## src/rtl/apb_uart_regs.sv

```systemverilog
// APB3 register front-end for the UART controller.
// Turns CPU bus transfers into tx push / rx pop strobes and holds the baud
// divisor, interrupt enables and a sticky rx-overrun flag. The slave never
// inserts wait states. Read data and the error response are combinational.
// Strobes and register updates are registered.
module apb_uart_regs #(
    parameter int          ADDR_WIDTH   = 4,
    parameter logic [10:0] BAUD_DEFAULT = 11'd650
) (
    input  logic                  clk,
    input  logic                  reset,
    input  logic                  PSEL,
    input  logic                  PENABLE,
    input  logic                  PWRITE,
    input  logic [ADDR_WIDTH-1:0] PADDR,
    input  logic [31:0]           PWDATA,
    output logic [31:0]           PRDATA,
    output logic                  PREADY,
    output logic                  PSLVERR,
    output logic                  tx_fifo_writeEn,
    output logic [7:0]            tx_fifo_dataIn,
    output logic                  rx_fifo_readEn,
    input  logic [7:0]            rx_fifo_dataOut,
    input  logic                  tx_full,
    input  logic                  tx_empty,
    input  logic                  rx_full,
    input  logic                  rx_empty,
    input  logic                  rx_overrun,
    output logic [10:0]           baud_final_value,
    output logic                  irq
);

    typedef enum logic [1:0] {
        IDLE   = 2'd0,
        SETUP  = 2'd1,
        ACCESS = 2'd2
    } state_t;

    localparam logic [1:0] REG_DATA   = 2'd0;
    localparam logic [1:0] REG_STATUS = 2'd1;
    localparam logic [1:0] REG_CTRL   = 2'd2;
    localparam logic [1:0] REG_BAUD   = 2'd3;

    state_t      state;
    logic [1:0]  ctrl;
    logic        ovr;
    logic        access_phase;
    logic        xfer;
    logic [1:0]  reg_sel;
    logic        data_wr_ok;
    logic        data_rd_ok;
    logic        status_w1c;
    logic [10:0] baud_wdata;
    logic        unused_bits;

    // Only the word index of the address is decoded; the byte offset and the
    // upper write-data bits have no meaning for any register.
    assign unused_bits = ^{PADDR, PWDATA[31:11]};

    assign reg_sel      = PADDR[3:2];
    assign access_phase = PSEL && PENABLE;
    assign xfer         = access_phase && (state == SETUP);
    assign data_wr_ok   = xfer && PWRITE && (reg_sel == REG_DATA) && !tx_full;
    assign data_rd_ok   = xfer && !PWRITE && (reg_sel == REG_DATA) && !rx_empty;
    assign status_w1c   = xfer && PWRITE && (reg_sel == REG_STATUS) && PWDATA[4];
    assign baud_wdata   = (PWDATA[10:0] == 11'd0) ? 11'd1 : PWDATA[10:0];
    assign PREADY       = 1'b1;

    // Track the APB phase so a transfer is accepted only after a proper setup cycle.
    always_ff @(posedge clk or negedge reset) begin
        if (!reset) begin
            state <= IDLE;
        end else begin
            case (state)
                IDLE:    state <= (PSEL && !PENABLE) ? SETUP : IDLE;
                SETUP:   state <= (PSEL && PENABLE) ? ACCESS : IDLE;
                ACCESS:  state <= (PSEL && !PENABLE) ? SETUP : IDLE;
                default: state <= IDLE;
            endcase
        end
    end

    // Read mux and error response, driven only during an access phase.
    always_comb begin
        PRDATA  = 32'd0;
        PSLVERR = 1'b0;
        if (access_phase && (state != SETUP)) begin
            PSLVERR = 1'b1;
        end else if (xfer) begin
            case (reg_sel)
                REG_DATA: begin
                    if (PWRITE) begin
                        PSLVERR = tx_full;
                    end else if (rx_empty) begin
                        PSLVERR = 1'b1;
                    end else begin
                        PRDATA = {24'd0, rx_fifo_dataOut};
                    end
                end
                REG_STATUS: begin
                    if (!PWRITE) begin
                        PRDATA = {27'd0, ovr, rx_empty, rx_full, tx_empty, tx_full};
                    end
                end
                REG_CTRL: begin
                    if (!PWRITE) begin
                        PRDATA = {30'd0, ctrl};
                    end
                end
                default: begin
                    if (!PWRITE) begin
                        PRDATA = {21'd0, baud_final_value};
                    end
                end
            endcase
        end
    end

    // One-cycle FIFO strobes following a completed DATA transfer; the pushed byte is held.
    always_ff @(posedge clk or negedge reset) begin
        if (!reset) begin
            tx_fifo_writeEn <= 1'b0;
            tx_fifo_dataIn  <= 8'd0;
            rx_fifo_readEn  <= 1'b0;
        end else begin
            tx_fifo_writeEn <= data_wr_ok;
            rx_fifo_readEn  <= data_rd_ok;
            if (data_wr_ok) begin
                tx_fifo_dataIn <= PWDATA[7:0];
            end
        end
    end

    // Control and baud registers; a zero divisor is bumped to 1 so the tick never stalls.
    always_ff @(posedge clk or negedge reset) begin
        if (!reset) begin
            ctrl             <= 2'd0;
            baud_final_value <= BAUD_DEFAULT;
        end else if (xfer && PWRITE) begin
            if (reg_sel == REG_CTRL) begin
                ctrl <= PWDATA[1:0];
            end
            if (reg_sel == REG_BAUD) begin
                baud_final_value <= baud_wdata;
            end
        end
    end

    // Sticky overrun flag; a new overrun beats a simultaneous clear so no event is lost.
    always_ff @(posedge clk or negedge reset) begin
        if (!reset) begin
            ovr <= 1'b0;
        end else if (rx_overrun) begin
            ovr <= 1'b1;
        end else if (status_w1c) begin
            ovr <= 1'b0;
        end
    end

    // Registered level interrupt from the enabled FIFO conditions and the overrun flag.
    always_ff @(posedge clk or negedge reset) begin
        if (!reset) begin
            irq <= 1'b0;
        end else begin
            irq <= (ctrl[0] && !rx_empty) || (ctrl[1] && tx_empty) || ovr;
        end
    end

endmodule

```

## config.mk

```make
export PLATFORM = sky130hd
export DESIGN_NAME = apb_uart_regs
export DESIGN_NICKNAME = d
export VERILOG_FILES = /design/src/rtl/apb_uart_regs.sv
export SDC_FILE = /design/constraint.sdc
export NUM_CORES = 1
export LEC_CHECK = 0
export ABC_AREA = 0
export CAP_MARGIN = 20
export CORE_ASPECT_RATIO = 1.2
export CORE_MARGIN = 4
export CORE_UTILIZATION = 36
export CTS_BUF_LIST = sky130_fd_sc_hd__clkbuf_8
export CTS_CLUSTER_DIAMETER = 40
export DETAILED_ROUTE_END_ITERATION = 6
export GPL_TIMING_DRIVEN = 0
export HOLD_SLACK_MARGIN = 0.02
export PLACE_DENSITY = 0.82
export SLEW_MARGIN = 20
export SYNTH_ARGS = -nofsm -noshare
export SYNTH_HDL_FRONTEND = slang
export SYNTH_SLANG_ARGS = --single-unit
```

## constraint.sdc

```tcl
create_clock -name clk -period 2.3 [get_ports clk]
set_clock_uncertainty 0.1 [all_clocks]
set_input_delay 0.345 -clock clk [delete_from_list [all_inputs] [get_ports clk]]
set_output_delay 0.345 -clock clk [all_outputs]
set_load 0.01 [all_outputs]
```

==> results of run 1 <==
[through the flow]
step           cell area, um^2  instances  hold slack, ps
6_report                  2390        279             355
5_1_grt                   2390        279             388
4_1_cts                   2380        279             360
3_5_place_dp              2320        275             285
3_3_place_gp              2320        275             338
2_1_floorplan             1630        158           -50.6
[repair_timing]
action	4_1_cts	5_1_grt
hold buffers	1	0
gates resized for setup	22	11
hold endpoints to repair	23	0
setup endpoints to repair	12	10
[flip-flops by register name, indices dropped and copies added (netlist names)]
register,flops
baud_final_value,11
tx_fifo_dataIn,8
ctrl,2
state,2
irq,1
ovr,1
rx_fifo_readEn,1
tx_fifo_writeEn,1
[power groups by stage]
| stage | Clock, uW | Combinational (uW) | Sequential [uW] |
|---|---|---|---|
| 2_1_floorplan | 0 | 123 | 565 |
| 3_3_place_gp | 0 | 287 | 555 |
| 3_5_place_dp | 0 | 290 | 556 |
| 4_1_cts | 276 | 295 | 548 |
| 5_1_grt | 299 | 318 | 553 |
| 6_report | 266 | 295 | 547 |
[placed cells by master (no fill, tap or decap), types with 4 or more instances in the layout]
cell / netlist / routed
a21o_1: 4 / 4
conb_1: 2 / 22
buf_4: 22 / 23
mux2_4: 9 / 9
mux2i_1: 4 / 4
inv_1: 4 / 4
clkdlybuf4s50_1: 0 / 47
dlygate4sd2_1: 0 / 8
nand2_1: 9 / 9
dfrtp_1: 23 / 23
mux2_2: 11 / 11
dfstp_2: 4 / 4
a21oi_1: 6 / 6
[critical path: stages]
cell and delay (ps):
clkdlybuf4s50_1 500, and4b_1 210, buf_4 160, nor2b_4 160
and3_1 150, dlygate4sd2_1 270
[per-layer routing]
metal  wire length (um)  up-vias  part of all wire, %
li1                   -      621                    -
met1               1610      569                   42
met2               1930       47                   50
met3                324        0                  8.4
met4                  0        0                    0
met5                  0        -                    0
[worst paths after layout]
kind | from | end | cells past startpoint | slack (ps)
min in group asynchronous | reset | tx_fifo_dataIn[5] | 2 | 500
worst min register to register | state[0] | state[0] | 1 | 360
max in group asynchronous | reset | ctrl[1] | 2 | 1210
worst min-delay path | state[0] | state[0] | 1 | 360
worst max-delay path | PSEL | PRDATA[9] | 6 | 70
worst max register to register | state[1] | baud_final_value[4] | 5 | 620
[logic make-up after synthesis]
logic type	synth area share, %
compound gates	7.67
buf+inv	14.7
flops	43.9
mux	19.3
other cells	0.484
simple gates	14.0
[final cells by class]
type	instances	area, um^2
Buffer	28	218
Clock inverter	1	5.00
Timing Repair Buffer	64	621
Clock buffer	3	41.3
Multi-Input combinational cell	98	744
Fill cell	346	1640
Sequential cell	27	681
Inverter	4	15.0
Tap cell	54	67.6
==> flow_summary.ini, run 1 <==
[logic_synthesis]
ys_seq_elements = 27
synth_cell_types = 35
syn_inst = 138
synth_area_leaders = dfrtp_1 (37%), buf_4 (11%), mux2_4 (8.7%)
syn_avg_cell_area_um2 = 11.2
synth_area_mm2 = 0.00155
synthArstFlopShare_pct = 100
yosysWarnings = 0
synthTopCellsByCount = dfrtp_1 (23), buf_4 (22), mux2_2 (11)
synth_top_cell_by_area = dfrtp_1
ys_seq_area_share_pct = 43.9
synth-main-ff-cell = dfrtp_1
synth_top_area_share_pct = 37.1
synth_edf_count = 0
synth.most_common_cell = dfrtp_1

[floorplanning]
die_height_um = 79.9
core_area_mm2 = 0.00404
io_pins = 110
die-width_um = 67.9
start_util_pct = 38.4
num_rows = 25
dieArea_mm2 = 0.00542

[sta]
setup_viol = 0
fmaxAchievable_mhz = 448
slew_viol_final = 0
fin_ws_ps = 67.7
tns_ps = 0
finalHoldViolations = 0
period_needed_ps = 2230
slew_headroom_pct = 60.4
tightest_slew_ps = 595
finalCritPeriodShare_pct = 97.1

[clock_network]
clock_sinks = 27
clk_path_buf_depth = 2
cts_htree_levels = 1
clk_pin_slew_worst_paths_ps = 90
cts_root_buffer = clkbuf_8
clk_latency_ps = 270
cts_buffers = 3
cts_tree = done
post_cts_buffers = 0

[grt]
grt_max_degree = 28
grt_pass1_wl_mm = 6.05
grt_util_met2_pct = 24.8
grt_use_total_pct = 14.3
grt_util_met3_pct = 2.96
grt_pass1_vias = 1256
overflow = 0
grt_use_met1_pct = 18.2
antenna_found_initial = 0
top_usage_layer = met2

[cells_and_area]
drive_above_1_share_pct = 30.2
num_antenna_cells = 0
fin_nets = 280
area_growth_pct = 54.3
final_util_pct = 59.3

[route]
avgRoutedWirePerCell_um = 13.8
dr_total_vias = 1237
postRouteAntennaNets = 0
viasPerCell = 4.43
wirelength_mm = 3.86
first_pass_iters = 4
drtIter0Drc = 53
drc_errors = 0

[pwr]
clkPwrFrac_pct = 24.0
swShare_pct = 26.0
p_int_uw = 819
peakVddDrop_mv = 0.348
p_leak_uw = 0.00116
pwr-share-seq_pct = 49.4
p_sw_uw = 288
combPwrFrac_pct = 26.6
p_total_uw = 1110
p_per_area_mw_per_mm2 = 463

[placement]
port_buffers = 63
hpwl_mm = 3.07
post-place-ws_ps = -516
gp_congestion = 0.746

[status]
status = finished, final reports clean

[critical_path]
cp-start-kind = input pin
worstPathArrival_ps = 1790
critPathCaptureType = output port
path_class = in2out
crit_fanout = 7
required_ps = 1860

[min_path]
holdCritPathClass = reg2reg

[job]
drv_cap = 0
Note: power is estimated with default switching activity, not from simulation.
==> run 2: changes to the inputs <==
--- a/config.mk
+++ b/config.mk
@@ -9,14 +9,13 @@
 export CAP_MARGIN = 20
 export CORE_ASPECT_RATIO = 1.2
 export CORE_MARGIN = 4
-export CORE_UTILIZATION = 36
-export CTS_BUF_LIST = sky130_fd_sc_hd__clkbuf_8
+export CORE_UTILIZATION = 35
 export CTS_CLUSTER_DIAMETER = 40
 export DETAILED_ROUTE_END_ITERATION = 6
 export GPL_TIMING_DRIVEN = 0
 export HOLD_SLACK_MARGIN = 0.02
-export PLACE_DENSITY = 0.82
-export SLEW_MARGIN = 20
+export PLACE_DENSITY = 0.8
+export REMOVE_ABC_BUFFERS = 1
 export SYNTH_ARGS = -nofsm -noshare
 export SYNTH_HDL_FRONTEND = slang
 export SYNTH_SLANG_ARGS = --single-unit
==> run 2 against run 1 <==
Sequential share of layout area rose by 2.4 points. Largest cell class is now multi-input combinational cells. Clock power fell by 2%. Final area fell by 7.7%. Via count fell by 4.3%. Final cell count fell by 8.2%. Sequential cell count did not move. Combinational power fell by 10%. Sequential power barely moved.
==> flow_summary.ini, run 2 (synthesis gave the netlist of run 1 again) <==
[floorplanning]
core_area_mm2 = 0.00426
num_rows = 26
die_height_um = 80.9
die-width_um = 68.8
io_pins = 110
dieArea_mm2 = 0.00556
start_util_pct = 36.4

[cells_and_area]
largest_reg_flops = 11
final_common_cell = clkdlybuf4s50_1
fin_nets = 255
area_growth_pct = 42.4
final_cell_count_no_fill = 256
largest-register = baud_final_value
drive_above_1_share_pct = 23.5
layout_common_cells = clkdlybuf4s50_1 (48), dfrtp_1 (23), conb_1 (22)
final_cell_area_mm2 = 0.00221
reg_top3 = baud_final_value: 11 flops, tx_fifo_dataIn: 8 flops
num_antenna_cells = 0

[pwr]
peakVddDrop_mv = 0.383
p_total_uw = 1070
p_leak_uw = 0.00105
p_per_area_mw_per_mm2 = 486

[critical_path]
rr_worst_depth = 5
slowest_delay_ps = 500
path_class = in2out
required_ps = 1860
critPathCaptureType = output port
crit_chain = clkdlybuf4s50_1 > and4b_2 > buf_4 > nand2b_2 > a211oi_2 > clkdlybuf4s15_1
worstPathArrival_ps = 1810
cp-start-kind = input pin
worst_path_max_delay_cell = clkdlybuf4s50_1
crit_fanout = 9

[placement]
port_buffers = 64
placed_cells = 250
hpwl_mm = 3.07
gp_congestion = 0.758
placed_cell_area_mm2 = 0.00215

[grt]
grt_use_total_pct = 14.1
grt_pass1_vias = 1227
antenna_found_initial = 0
grt_max_degree = 18
overflow = 0
grt_pass1_wl_mm = 5.96

[clock_network]
clock_sinks = 27
cts_htree_levels = 1
clk_path_buf_depth = 2
clk_latency_ps = 260
holdBufCountCts = 0
cts_root_buffer = clkbuf_8
cts_buffers = 3
cts_tree = done
clk_pin_slew_worst_paths_ps = 90

[sta]
finalHoldViolations = 0
tightest_slew_ps = 600
tns_ps = 0
slew_headroom_pct = 59.8
finalCritPeriodShare_pct = 98.1
fmaxAchievable_mhz = 443
slew_viol_final = 0
hold_ws_ps = 353
setup_viol = 0
period_needed_ps = 2260

[route]
wirelength_mm = 3.90
drc_errors = 0
dr_total_vias = 1184
viasPerCell = 4.63
first_pass_iters = 4
drtIter0Drc = 29
avgRoutedWirePerCell_um = 15.2
postRouteAntennaNets = 0

[status]
status = finished, final reports clean

[job]
drv_cap = 0

[min_path]
holdCritPathClass = in2async
==> run 2: path summary, 6_finish.rpt <==
| check | startpoint | to | slack, ps |
|---|---|---|---|
| setup / recovery | PSEL | PRDATA[1] | 40 |
| hold / removal | reset | ctrl[0] | 350 |
| setup reg to reg | state[1] | baud_final_value[10] | 470 |
| hold reg to reg | state[0] | state[0] | 360 |
| max in group asynchronous | reset | baud_final_value[7] | 1180 |
| min in group clk | state[0] | state[0] | 360 |
==> run 2: per-stage QoR <==
step           utilization, %  setup WS (ps)
6_report                 51.8           44.7
5_1_grt                  51.8          -5.15
4_1_cts                  51.6           -134
3_5_place_dp             50.5           -658
3_3_place_gp             49.8           -664
2_1_floorplan               -            628
==> run 2: where the power goes <==
| group | internal, uW | switching [uW] |
|---|---|---|
| Clock | 121 | 139 |
| Combinational | 156 | 108 |
| Sequential | 518 | 29.3 |
| Total | 796 | 277 |
==> run 2: critical path: cells and delay by family <==
kind                   cells  cell delay, ps
AO/OA/AOI/OAI              1             190
buffers and inverters      3             880
AND/OR/NAND/NOR            2             400
==> run 2: final cells by class <==
class	instances	area [um^2]
repair buffers	67	662
clock inverters	1	5.00
well taps	56	70.1
fillers	399	2050
flip-flops and latches	27	681
multi-input cells	98	733
clock buffers	3	41.3
inverters	4	15.0
==> run 2: metal layers <==
metal / vias up / routed length, um / GRT usage (%)
met5: - / 0 / 0
met4: 0 / 77 / 2.92
met3: 8 / 297 / 3.18
met2: 53 / 2060 / 25.3
met1: 560 / 1460 / 17.1
li1: 563 / - / -
==> run 2: timing repair <==
| action | in CTS | in global routing |
|---|---|---|
| cloned | 0 | 0 |
| gates resized for setup | 20 | 17 |
| pin swaps | 1 | 2 |
| setup buffers | 1 | 1 |
| endpoints found under the setup margin | 13 | 7 |
